File: config.mk
export PLATFORM = sky130hd
export DESIGN_NAME = projectile_move_ctrl
export DESIGN_NICKNAME = d
export VERILOG_FILES = /design/src/rtl/projectile_move_ctrl.sv
export SDC_FILE = /design/constraint.sdc
export NUM_CORES = 1
export LEC_CHECK = 0
export BUFFER_PORTS_ARGS = -buffer_cell sky130_fd_sc_hd__buf_2
export CORE_ASPECT_RATIO = 0.8
export CORE_UTILIZATION = 35
export DETAILED_ROUTE_END_ITERATION = 16
export GPL_TIMING_DRIVEN = 0
export PLACE_DENSITY_LB_ADDON = 0.15
export SLEW_MARGIN = 15
export SYNTH_ARGS = -nofsm -noshare
export SYNTH_HDL_FRONTEND = slang
export SYNTH_SLANG_ARGS = --single-unit
export TNS_END_PERCENT = 1
File: constraint.sdc
create_clock -name clk -period 2.9 [get_ports clk]
set_input_delay 0.58 -clock clk [delete_from_list [all_inputs] [get_ports clk]]
set_output_delay 0.58 -clock clk [all_outputs]
set_load 0.005 [all_outputs]
File: src/rtl/projectile_move_ctrl.sv
// projectile_move_ctrl
// Producer side of the projectile position/hit interface. It launches the
// projectile from the player's position and moves it upward one step per
// video frame. Collisions reported during the frame are accumulated, and the
// hit is confirmed on the next startOfFrame. After a hit or a miss, the block
// waits out a cooldown of whole frames before it accepts another launch.
// Optional build macro: PROJECTILE_AUTOFIRE_EN. When it is defined, IDLE
// launches on the fire level rather than on the rising edge of fire.
module projectile_move_ctrl #(
  parameter int OBJECT_HEIGHT   = 32,
  parameter int X_OFFSET        = 16,
  parameter int SPEED_Y         = 8,
  parameter int TOP_LIMIT_Y     = 0,
  parameter int COOLDOWN_FRAMES = 4
) (
  input  logic        clk,
  input  logic        resetN,
  input  logic        startOfFrame,
  input  logic        fire,
  input  logic [10:0] playerTopLeftX,
  input  logic [10:0] playerTopLeftY,
  input  logic        collision,
  input  logic [3:0]  HitEdgeCode,
  output logic [10:0] topLeftX,
  output logic [10:0] topLeftY,
  output logic        projectileVisible,
  output logic        hitPulse,
  output logic [3:0]  hitEdges
);

  localparam logic [10:0] X_OFFSET_11 = 11'(X_OFFSET);
  localparam logic [10:0] HEIGHT_11   = 11'(OBJECT_HEIGHT);
  localparam logic [10:0] SPEED_11    = 11'(SPEED_Y);
  localparam logic [11:0] LIMIT_12    = 12'(TOP_LIMIT_Y + SPEED_Y);
  localparam logic [3:0]  CD_INIT     = 4'(COOLDOWN_FRAMES);

  typedef enum logic [1:0] {
    ST_IDLE     = 2'd0,
    ST_FLYING   = 2'd1,
    ST_COOLDOWN = 2'd2
  } state_t;

  state_t      state_r, state_s;
  logic        fire_d_r;
  logic [10:0] top_x_r, top_x_s;
  logic [10:0] top_y_r, top_y_s;
  logic        visible_r, visible_s;
  logic        hit_pulse_r, hit_pulse_s;
  logic [3:0]  hit_edges_r, hit_edges_s;
  logic        coll_latch_r, coll_latch_s;
  logic [3:0]  edge_latch_r, edge_latch_s;
  logic [3:0]  cd_cnt_r, cd_cnt_s;

  logic        fire_edge_s;
  logic        launch_s;
  logic        hit_now_s;
  logic        coll_any_s;
  logic [3:0]  edge_any_s;
  logic        at_top_s;
  logic        cd_last_s;
  logic [10:0] launch_y_s;

  assign fire_edge_s = fire & ~fire_d_r;

`ifdef PROJECTILE_AUTOFIRE_EN
  assign launch_s = fire;
`else
  assign launch_s = fire_edge_s;
`endif

  // A collision that carries no edge code says nothing useful, so it is dropped.
  assign hit_now_s  = collision & (HitEdgeCode != 4'd0);
  assign coll_any_s = coll_latch_r | hit_now_s;
  assign edge_any_s = edge_latch_r | (hit_now_s ? HitEdgeCode : 4'd0);
  // The compare is done in 12 bits so that TOP_LIMIT_Y + SPEED_Y cannot wrap.
  assign at_top_s   = ({1'b0, top_y_r} < LIMIT_12);
  assign cd_last_s  = (cd_cnt_r <= 4'd1);
  assign launch_y_s = (playerTopLeftY < HEIGHT_11) ? 11'd0 : (playerTopLeftY - HEIGHT_11);

  // Register the FSM state.
  always_ff @(posedge clk or negedge resetN) begin
    if (!resetN) begin
      state_r <= ST_IDLE;
    end else begin
      state_r <= state_s;
    end
  end

  // Select the next state from launch, frame boundaries, hits and the cooldown count.
  always_comb begin
    state_s = state_r;
    case (state_r)
      ST_IDLE: begin
        if (launch_s) begin
          state_s = ST_FLYING;
        end else begin
          state_s = ST_IDLE;
        end
      end
      ST_FLYING: begin
        if (startOfFrame && (coll_any_s || at_top_s)) begin
          state_s = ST_COOLDOWN;
        end else begin
          state_s = ST_FLYING;
        end
      end
      ST_COOLDOWN: begin
        if (startOfFrame && cd_last_s) begin
          state_s = ST_IDLE;
        end else begin
          state_s = ST_COOLDOWN;
        end
      end
      default: begin
        state_s = ST_IDLE;
      end
    endcase
  end

  // Compute the next values of the position, the hit outputs, the latches and the cooldown counter.
  always_comb begin
    top_x_s      = top_x_r;
    top_y_s      = top_y_r;
    hit_pulse_s  = 1'b0;
    hit_edges_s  = hit_edges_r;
    coll_latch_s = coll_latch_r;
    edge_latch_s = edge_latch_r;
    cd_cnt_s     = cd_cnt_r;
    visible_s    = (state_s == ST_FLYING);
    case (state_r)
      ST_IDLE: begin
        if (launch_s) begin
          top_x_s      = playerTopLeftX + X_OFFSET_11;
          top_y_s      = launch_y_s;
          coll_latch_s = 1'b0;
          edge_latch_s = 4'd0;
        end else begin
          top_x_s = top_x_r;
        end
      end
      ST_FLYING: begin
        if (startOfFrame) begin
          coll_latch_s = 1'b0;
          edge_latch_s = 4'd0;
          if (coll_any_s) begin
            hit_pulse_s = 1'b1;
            hit_edges_s = edge_any_s;
            cd_cnt_s    = CD_INIT;
          end else if (at_top_s) begin
            cd_cnt_s = CD_INIT;
          end else begin
            top_y_s = top_y_r - SPEED_11;
          end
        end else begin
          coll_latch_s = coll_any_s;
          edge_latch_s = edge_any_s;
        end
      end
      ST_COOLDOWN: begin
        if (startOfFrame) begin
          if (cd_last_s) begin
            cd_cnt_s = 4'd0;
          end else begin
            cd_cnt_s = cd_cnt_r - 4'd1;
          end
        end else begin
          cd_cnt_s = cd_cnt_r;
        end
      end
      default: begin
        coll_latch_s = 1'b0;
        edge_latch_s = 4'd0;
        cd_cnt_s     = 4'd0;
      end
    endcase
  end

  // Register the datapath and the outputs. fire_d tracks fire in every state.
  always_ff @(posedge clk or negedge resetN) begin
    if (!resetN) begin
      fire_d_r     <= 1'b0;
      top_x_r      <= 11'd0;
      top_y_r      <= 11'd0;
      visible_r    <= 1'b0;
      hit_pulse_r  <= 1'b0;
      hit_edges_r  <= 4'd0;
      coll_latch_r <= 1'b0;
      edge_latch_r <= 4'd0;
      cd_cnt_r     <= 4'd0;
    end else begin
      fire_d_r     <= fire;
      top_x_r      <= top_x_s;
      top_y_r      <= top_y_s;
      visible_r    <= visible_s;
      hit_pulse_r  <= hit_pulse_s;
      hit_edges_r  <= hit_edges_s;
      coll_latch_r <= coll_latch_s;
      edge_latch_r <= edge_latch_s;
      cd_cnt_r     <= cd_cnt_s;
    end
  end

  assign topLeftX          = top_x_r;
  assign topLeftY          = top_y_r;
  assign projectileVisible = visible_r;
  assign hitPulse          = hit_pulse_r;
  assign hitEdges          = hit_edges_r;

endmodule

==> results.json, run 1 <==
{
  "synth_simple_gate_area_share_pct": 14.9,
  "max_stage_delay_ns": 0.49,
  "post_cts_buffers": 0,
  "ant_nets": 0,
  "routed_wl_mm": 4.84,
  "path_buf_inv": 3,
  "ys.flop_type": "dfrtp_1",
  "dr_total_vias": 1796,
  "yosysSeqAreaShare_pct": 46.4,
  "layout_commonest_cell": "buf_2",
  "synth.avg_cell_area_sq_um": 10.3,
  "synth_top_family_by_area": "compound AO/OA/AOI/OAI gates",
  "worstSetupStartpointType": "flop",
  "overflow": 0,
  "yosysUniqueCellTypes": 49,
  "antenna_found_initial": 0,
  "dieArea_sq_um": 6480,
  "track_usage_pct": 16.2,
  "diodes": 0,
  "crit_family": "buffers and inverters",
  "cts.path.max_buffers": 2,
  "coreArea_sq_um": 5910,
  "clk_root_buffer_cell": "clkbuf_8",
  "final_cell_mix": "buf_2 (58), dfrtp_1 (40), nand2_1 (17)",
  "synth.area.mux_share_pct": 4.64,
  "leakage_nw": 1.27,
  "initial_core_util_pct": 36.5,
  "postSynthCellCount": 209,
  "synthAdderAreaFrac_pct": 5.22,
  "place_congestion": 0.790,
  "rows": 25,
  "regArea_sq_um": 1000,
  "drive_above_1_share_pct": 29.1,
  "clock.fmax_ghz": 0.415,
  "p_per_area_nw_per_um2": 919,
  "endpoint_kind": "flop",
  "max_slew.worst_pin.slew_ns": 0.973,
  "cts_sinks": 40,
  "slew_violations": 0,
  "cts.repair.resized": 0,
  "period_needed_ns": 2.41,
  "drv_cap": 0,
  "rsz0062_at_grt": "no",
  "dp_slack_ns": 0.481,
  "final-hold-violation-count": 0,
  "setup_viol": 0,
  "fin_nets": 314,
  "vias_per_cell": 5.04,
  "slowest_stage": "a2111o_1",
  "grt_max_degree": 41,
  "grt_pass1_wl_mm": 8.30,
  "crit_type": "flop to flop",
  "synth_compound_gate_area_share_pct": 22.3,
  "cts_made_buffers": 5,
  "fillers": 580,
  "hp-class": "primary input to asynchronous set/reset pin",
  "synth_seq_cells": 40,
  "numPortBuffers": 58,
  "totalPowerFinal_mw": 2.44,
  "setup_slack_ns": 0.490,
  "tns_ns": 0,
  "arrival_ns": 2.59,
  "first_pass_iters": 4,
  "post-route-drc-count": 0,
  "htreeDepth": 2,
  "status": "complete, no violations",
  "cp.required_ns": 3.08,
  "ir_drop_v": 0.000395,
  "ys_warn_count": 0,
  "min_period_over_period_pct": 83.1,
  "path_cells": "inv_1 > ha_1 > clkbuf_1 > inv_1 > a2111o_1 > nand2_1 > mux2_2",
  "cp_max_fo": 10,
  "die_w_um": 89.8,
  "syn_nets": 249,
  "wl_per_cell_um": 13.6,
  "die_y_um": 72.2,
  "area_growth_pct": 23.1,
  "worstSkewPairLatency_ns": 0.29,
  "drt_iter0_drc": 63,
  "synth-xor-area-share_pct": 3.25,
  "synthesis.area_sq_um": 2160,
  "io_pins": 59,
  "synth_edf_count": 0,
  "grt_pass1_vias": 1711,
  "crit_top_cell": "inv_1",
  "multiInputGateArea_sq_um": 1080,
  "slew_headroom_pct": 34.8,
  "clk_pin_slew_worst_paths_ns": 0.08,
  "holdBufCountCts": 0,
  "cts_tree": "done",
  "hpwl_mm": 3.58,
  "async_flop_share_pct": 100,
  "finClkSkew_ns": 0.00557
}
-- area by class of cell --
class | count | share of cell area [%]
Multi-Input combinational cell | 150 | 40.8
Sequential cell | 40 | 37.7
Timing Repair Buffer | 58 | 10.9
Tap cell | 81 | 3.82
Clock buffer | 6 | 2.73
Inverter | 15 | 2.12
Clock inverter | 2 | 1.32
Buffer | 4 | 0.565
-- worst register-to-register path, cell delays in order (launching register included) --
cell      delay (ns)
dfrtp_1         0.40
inv_1           0.08
ha_1            0.18
clkbuf_1        0.38
inv_1           0.22
a2111o_1        0.50
nand2_1         0.18
mux2_2          0.36
-- cells in the mapped netlist (2+ instances only) --
cell | number | area [sq um]
xor2_1 | 4 | 35.0
o21ai_0 | 13 | 65.1
a21oi_1 | 12 | 60.1
xnor2_1 | 4 | 35.0
o211ai_1 | 3 | 22.5
a211o_1 | 3 | 26.3
a22o_1 | 3 | 26.3
clkbuf_1 | 4 | 15.0
or3_1 | 2 | 12.5
nor3_1 | 3 | 15.0
o311a_1 | 2 | 20.0
inv_1 | 15 | 56.3
a211oi_1 | 4 | 30.0
o2bb2ai_1 | 3 | 26.3
a2111o_1 | 2 | 22.5
nand2_1 | 17 | 63.8
nand2b_1 | 3 | 18.8
mux2_2 | 8 | 90.1
dfrtp_1 | 40 | 1000
nor2_1 | 12 | 45.0
a22oi_1 | 2 | 15.0
o41a_1 | 2 | 22.5
nor2b_1 | 5 | 31.3
nor4_1 | 2 | 12.5
and3_1 | 3 | 18.8
ha_1 | 9 | 113
a221o_1 | 2 | 20.0
nand3_1 | 6 | 30.0
-- state kept, by name, summed over array words and instances (netlist names) --
| signal | count |
|---|---|
| cd_cnt_r | 4 |
| coll_latch_r | 1 |
| edge_latch_r | 4 |
| fire_d_r | 1 |
| hitEdges | 4 |
| hitPulse | 1 |
| projectileVisible | 1 |
| state_r | 2 |
| topLeftX | 11 |
| topLeftY | 11 |
-- stage by stage --
step | hold slack [ns] | utilization [%] | area [sq um] | std cells
5_1_grt | 0.417 | 44.9 | 2660 | 356
6_report | 0.413 | 44.9 | 2660 | 356
2_1_floorplan | 0.284 | - | 2160 | 209
3_5_place_dp | 0.468 | 43.1 | 2550 | 348
3_3_place_gp | 0.457 | 43.1 | 2550 | 348
4_1_cts | 0.413 | 44.9 | 2660 | 356
-- final timing paths --
kind | cells after the start | slack (ns) | to | from
hold reg to reg | 2 | 0.48 | hitEdges[0] | hitEdges[0]
setup / recovery | 7 | 0.49 | cd_cnt_r[1] | state_r[1]
hold / removal | 1 | 0.41 | topLeftY[5] | resetN
min in group clk | 1 | 0.42 | fire_d_r | fire
setup reg to reg | 7 | 0.49 | cd_cnt_r[1] | state_r[1]
max in group asynchronous | 1 | 1.93 | state_r[1] | resetN
-- cells by family after synthesis --
group,Yosys count
AOI/OAI and AO/OA,62
and+or+nand+nor,62
DFF,40
buffers and inverters,19
muxes,9
adders and majority gates,9
xor gates and xnor gates,8
-- layer usage --
layer,part of all wire [%],GRT usage [%],up-vias
met2,46,25.6,33
met5,0,0,-
li1,-,-,894
met1,50,22.4,865
met3,3.4,3.46,4
met4,0.91,5.46,0
-- where the power goes --
part | internal, mW | switching [mW] | total, mW
Combinational | 0.483 | 0.551 | 1.03
Sequential | 0.778 | 0.176 | 0.955
Clock | 0.256 | 0.197 | 0.452
Note: power is estimated with default switching activity, not from simulation.
==> run 2, diff against run 1 <==
Clock period 2.9 ns to 2.3 ns, I/O delays scaled along.
==> results.json, run 2 (synthesis results as in run 1) <==
{
  "coreArea_sq_um": 5910,
  "htreeDepth": 2,
  "clock.fmax_ghz": 0.469,
  "antenna_found_initial": 0,
  "post-route-drc-count": 0,
  "slew_headroom_pct": 39.8,
  "dieArea_sq_um": 6480,
  "cts.path.max_buffers": 2,
  "final-hold-violation-count": 0,
  "rows": 25,
  "p_per_area_nw_per_um2": 1160,
  "status": "complete, no violations",
  "numPortBuffers": 58,
  "ir_drop_v": 0.000500,
  "leakage_nw": 1.28,
  "totalPowerFinal_mw": 3.10,
  "cp.required_ns": 2.48,
  "fin_nets": 314,
  "endpoint_kind": "flop",
  "worstSkewPairLatency_ns": 0.29,
  "arrival_ns": 2.31,
  "whs_ns": 0.292,
  "rsz0062_at_grt": "no",
  "track_usage_pct": 16.3,
  "drive_above_1_share_pct": 30.2,
  "cts_tree": "done",
  "setup_viol": 0,
  "drv_cap": 0,
  "area_growth_pct": 23.9,
  "cp_max_fo": 10,
  "dr_total_vias": 1784,
  "layout_commonest_cell": "buf_2",
  "max_slew.worst_pin.slew_ns": 0.903,
  "vias_per_cell": 5.01,
  "grt_pass1_wl_mm": 8.31,
  "finClkSkew_ns": 0.00557,
  "diodes": 0,
  "slew_violations": 0,
  "place_congestion": 0.790,
  "clk_pin_slew_worst_paths_ns": 0.08,
  "wl_per_cell_um": 13.6,
  "cts_sinks": 40,
  "overflow": 0,
  "min_period_over_period_pct": 92.8,
  "initial_core_util_pct": 36.5,
  "cts_made_buffers": 5,
  "io_pins": 59,
  "hp-class": "primary input to asynchronous set/reset pin",
  "period_needed_ns": 2.13,
  "worstSetupStartpointType": "flop",
  "first_pass_iters": 4,
  "die_y_um": 72.2,
  "ant_nets": 0,
  "holdBufCountCts": 0,
  "hpwl_mm": 3.58,
  "crit_type": "flop to flop",
  "die_w_um": 89.8,
  "final_cell_mix": "buf_2 (58), dfrtp_1 (40), nand2_1 (17)",
  "routed_wl_mm": 4.83,
  "grt_max_degree": 41,
  "drt_iter0_drc": 69,
  "grt_pass1_vias": 1714,
  "r2r_slack_ns": 0.17,
  "clk_root_buffer_cell": "clkbuf_8"
}
## run 2: cell counts in the layout (fill, tap and decap cells not counted)
No cell type changed its count.
## run 2: final cells by class
type / instances / area, sq um
fillers: 583 / 3240
multi-input cells: 150 / 1100
clock buffers: 6 / 72.6
repair buffers: 58 / 290
flip-flops and latches: 40 / 1000
inverters: 15 / 56.3
well taps: 81 / 101
plain buffers: 4 / 20.0
clock inverters: 2 / 35.0
## run 2: path summary, 6_finish.rpt
| kind | depth (start not counted) | endpoint | startpoint |
|---|---|---|---|
| setup / recovery | 7 | cd_cnt_r[1] | state_r[1] |
| hold / removal | 1 | topLeftY[5] | resetN |
| setup reg to reg | 7 | cd_cnt_r[1] | state_r[1] |
| hold reg to reg | 2 | hitEdges[1] | hitEdges[1] |
| max in group asynchronous | 1 | state_r[1] | resetN |
| min in group clk | 1 | fire_d_r | fire |
## run 2: stage by stage
step / util, % / cells / setup WS [ns] / TNS (ns) / instance area (sq um)
after detailed placement: 43.1 / 348 / -0.119 / -0.233 / 2550
after CTS: 45.0 / 356 / 0.0759 / 0 / 2660
final: 45.2 / 356 / 0.166 / 0 / 2670
after global placement: 43.1 / 348 / -0.0997 / -0.290 / 2550
after floorplan: - / 209 / 0.266 / 0 / 2160
after global routing: 45.2 / 356 / 0.0305 / 0 / 2670
## run 2: per-layer routing
| metal | GRT usage, % | wire length, um | vias to the layer above |
|---|---|---|---|
| li1 | - | - | 897 |
| met1 | 22.5 | 2360 | 839 |
| met2 | 25.6 | 2220 | 44 |
| met3 | 3.46 | 207 | 4 |
| met4 | 5.46 | 44 | 0 |
| met5 | 0 | 0 | - |
## run 2: timing repair
item	4_1_cts	5_1_grt
gates resized for setup	2	5
buffers inserted	0	0
setup endpoints to repair	6	13
## run 2: where the power goes
group	switching, mW	leakage [nW]	internal [mW]	total [mW]
logic	0.696	0.719	0.626	1.32
registers	0.228	0.508	0.981	1.21
clock network	0.249	0.0552	0.322	0.571
## run 2: critical path: stages, from the launching register on
cell	delay, ns
dfrtp_1	0.40
inv_1	0.08
ha_1	0.18
clkbuf_4	0.22
inv_1	0.13
a2111o_1	0.47
nand2_1	0.18
mux2_2	0.36
==> run 3, diff against run 2 <==
==> constraint.sdc (replaced) <==
create_clock -name clk -period 2.1 [get_ports clk]
set_input_delay 0.21 -clock clk [delete_from_list [all_inputs] [get_ports clk]]
set_output_delay 0.21 -clock clk [all_outputs]
set_load 0.005 [all_outputs]
==> results.json, run 3 (synthesis results as in run 1) <==
{
  "drt_iter0_drc": 84,
  "fin_nets": 316,
  "dieArea_sq_um": 6480,
  "die_y_um": 72.2,
  "final_cell_mix": "buf_2 (58), dfrtp_1 (40), nand2_1 (16)",
  "ant_nets": 0,
  "finClkSkew_ns": 0.00583,
  "htreeDepth": 2,
  "wl_per_cell_um": 13.5,
  "grt_pass1_vias": 1728,
  "grt_max_degree": 41,
  "setup_viol": 0,
  "fillers": 584,
  "max_slew.worst_pin.slew_ns": 0.906,
  "diodes": 0,
  "drive_above_1_share_pct": 31.8,
  "startpoint": "topLeftY[3]",
  "tns_ns": 0,
  "holdBufCountCts": 0,
  "clk_pin_slew_worst_paths_ns": 0.08,
  "slew_violations": 0,
  "endpoint_kind": "flop",
  "coreArea_sq_um": 5910,
  "final-hold-violation-count": 0,
  "dr_total_vias": 1791,
  "numPortBuffers": 58,
  "area_growth_pct": 25.3,
  "layout_commonest_cell": "buf_2",
  "status": "complete, no violations",
  "grt_pass1_wl_mm": 8.35,
  "hp-class": "primary input to asynchronous set/reset pin",
  "antenna_found_initial": 0,
  "cp_max_fo": 6,
  "io_pins": 59,
  "cts_made_buffers": 5,
  "worstSkewPairLatency_ns": 0.29,
  "cp.required_ns": 2.28,
  "cts.path.max_buffers": 2,
  "post-route-drc-count": 0,
  "r2r-start": "topLeftY[3]",
  "rsz0062_at_grt": "no",
  "hpwl_mm": 3.58,
  "dp_slack_ns": -0.319,
  "cts_tree": "done",
  "drv_cap": 0,
  "clock.fmax_ghz": 0.501,
  "crit_type": "flop to flop",
  "cts_sinks": 40,
  "ir_drop_v": 0.000556,
  "period_needed_ns": 1.99,
  "rows": 25,
  "first_pass_iters": 4,
  "min_period_over_period_pct": 95.0,
  "overflow": 0,
  "totalPowerFinal_mw": 3.47,
  "initial_core_util_pct": 36.5,
  "worstSetupStartpointType": "flop",
  "vias_per_cell": 5.00,
  "routed_wl_mm": 4.84,
  "die_w_um": 89.8,
  "clk_root_buffer_cell": "clkbuf_8",
  "slew_headroom_pct": 39.6,
  "arrival_ns": 2.17,
  "p_per_area_nw_per_um2": 1280,
  "leakage_nw": 1.30,
  "place_congestion": 0.790,
  "track_usage_pct": 16.3,
  "setup_slack_ns": 0.106
}
## run 3: metrics by stage
step                cell area [sq um]  hold WS (ns)  cells  util (%)
finish                           2700        0.0439    358      45.7
global route                     2700        0.0469    358      45.7
CTS                              2680        0.0425    356      45.2
detailed placement               2550         0.358    348      43.1
global placement                 2550         0.350    348      43.1
floorplan                        2160       -0.0856    209         -
## run 3: worst max-delay path, stage by stage (launching register included)
cell,delay (ns)
dfrtp_1,0.46
inv_1,0.07
ha_1,0.23
nor3b_4,0.19
a2111o_1,0.46
nand2_2,0.14
mux2_2,0.34
## run 3: path summary, 6_finish.rpt
path                                     to  slack [ns]  depth (start not counted)
worst max-delay path            cd_cnt_r[1]        0.11                          6
worst min-delay path            topLeftY[5]        0.04                          1
worst max register to register  cd_cnt_r[1]        0.11                          6
worst min register to register  hitEdges[0]        0.48                          2
max in group asynchronous        state_r[1]        1.49                          1
min in group clk                   fire_d_r        0.05                          1
## run 3: repair_timing
item | 4_1_cts | 5_1_grt
pin swaps | 0 | 2
setup endpoints to repair | 18 | 16
resized for setup | 6 | 7
endpoints found under the hold margin | 0 | 0
setup buffers | 0 | 2
cloned | 0 | 0
## run 3: cell type report
cell class                      instances  area (sq um)  area share, %
Multi-Input combinational cell        150          1110           40.9
Sequential cell                        40          1000           37.0
Timing Repair Buffer                   60           305           11.3
Tap cell                               81           101           3.75
Clock buffer                            6          72.6           2.68
Inverter                               15          56.3           2.08
Clock inverter                          2          35.0           1.30
Buffer                                  4          26.3          0.972
## run 3: per-layer routing
| layer | vias to the layer above | share of wire (%) | GRT usage (%) | wire, um |
|---|---|---|---|---|
| met5 | - | 0 | 0 | 0 |
| met1 | 846 | 49 | 22.5 | 2390 |
| met3 | 4 | 3.9 | 3.46 | 187 |
| met4 | 0 | 0.91 | 5.46 | 44 |
| li1 | 902 | - | - | - |
| met2 | 39 | 46 | 25.8 | 2220 |
## run 3: power by group
part | switching, mW | total (mW) | leakage [nW] | internal (mW)
sequential | 0.251 | 1.33 | 0.508 | 1.07
clock | 0.272 | 0.625 | 0.0552 | 0.353
combinational | 0.780 | 1.52 | 0.738 | 0.735
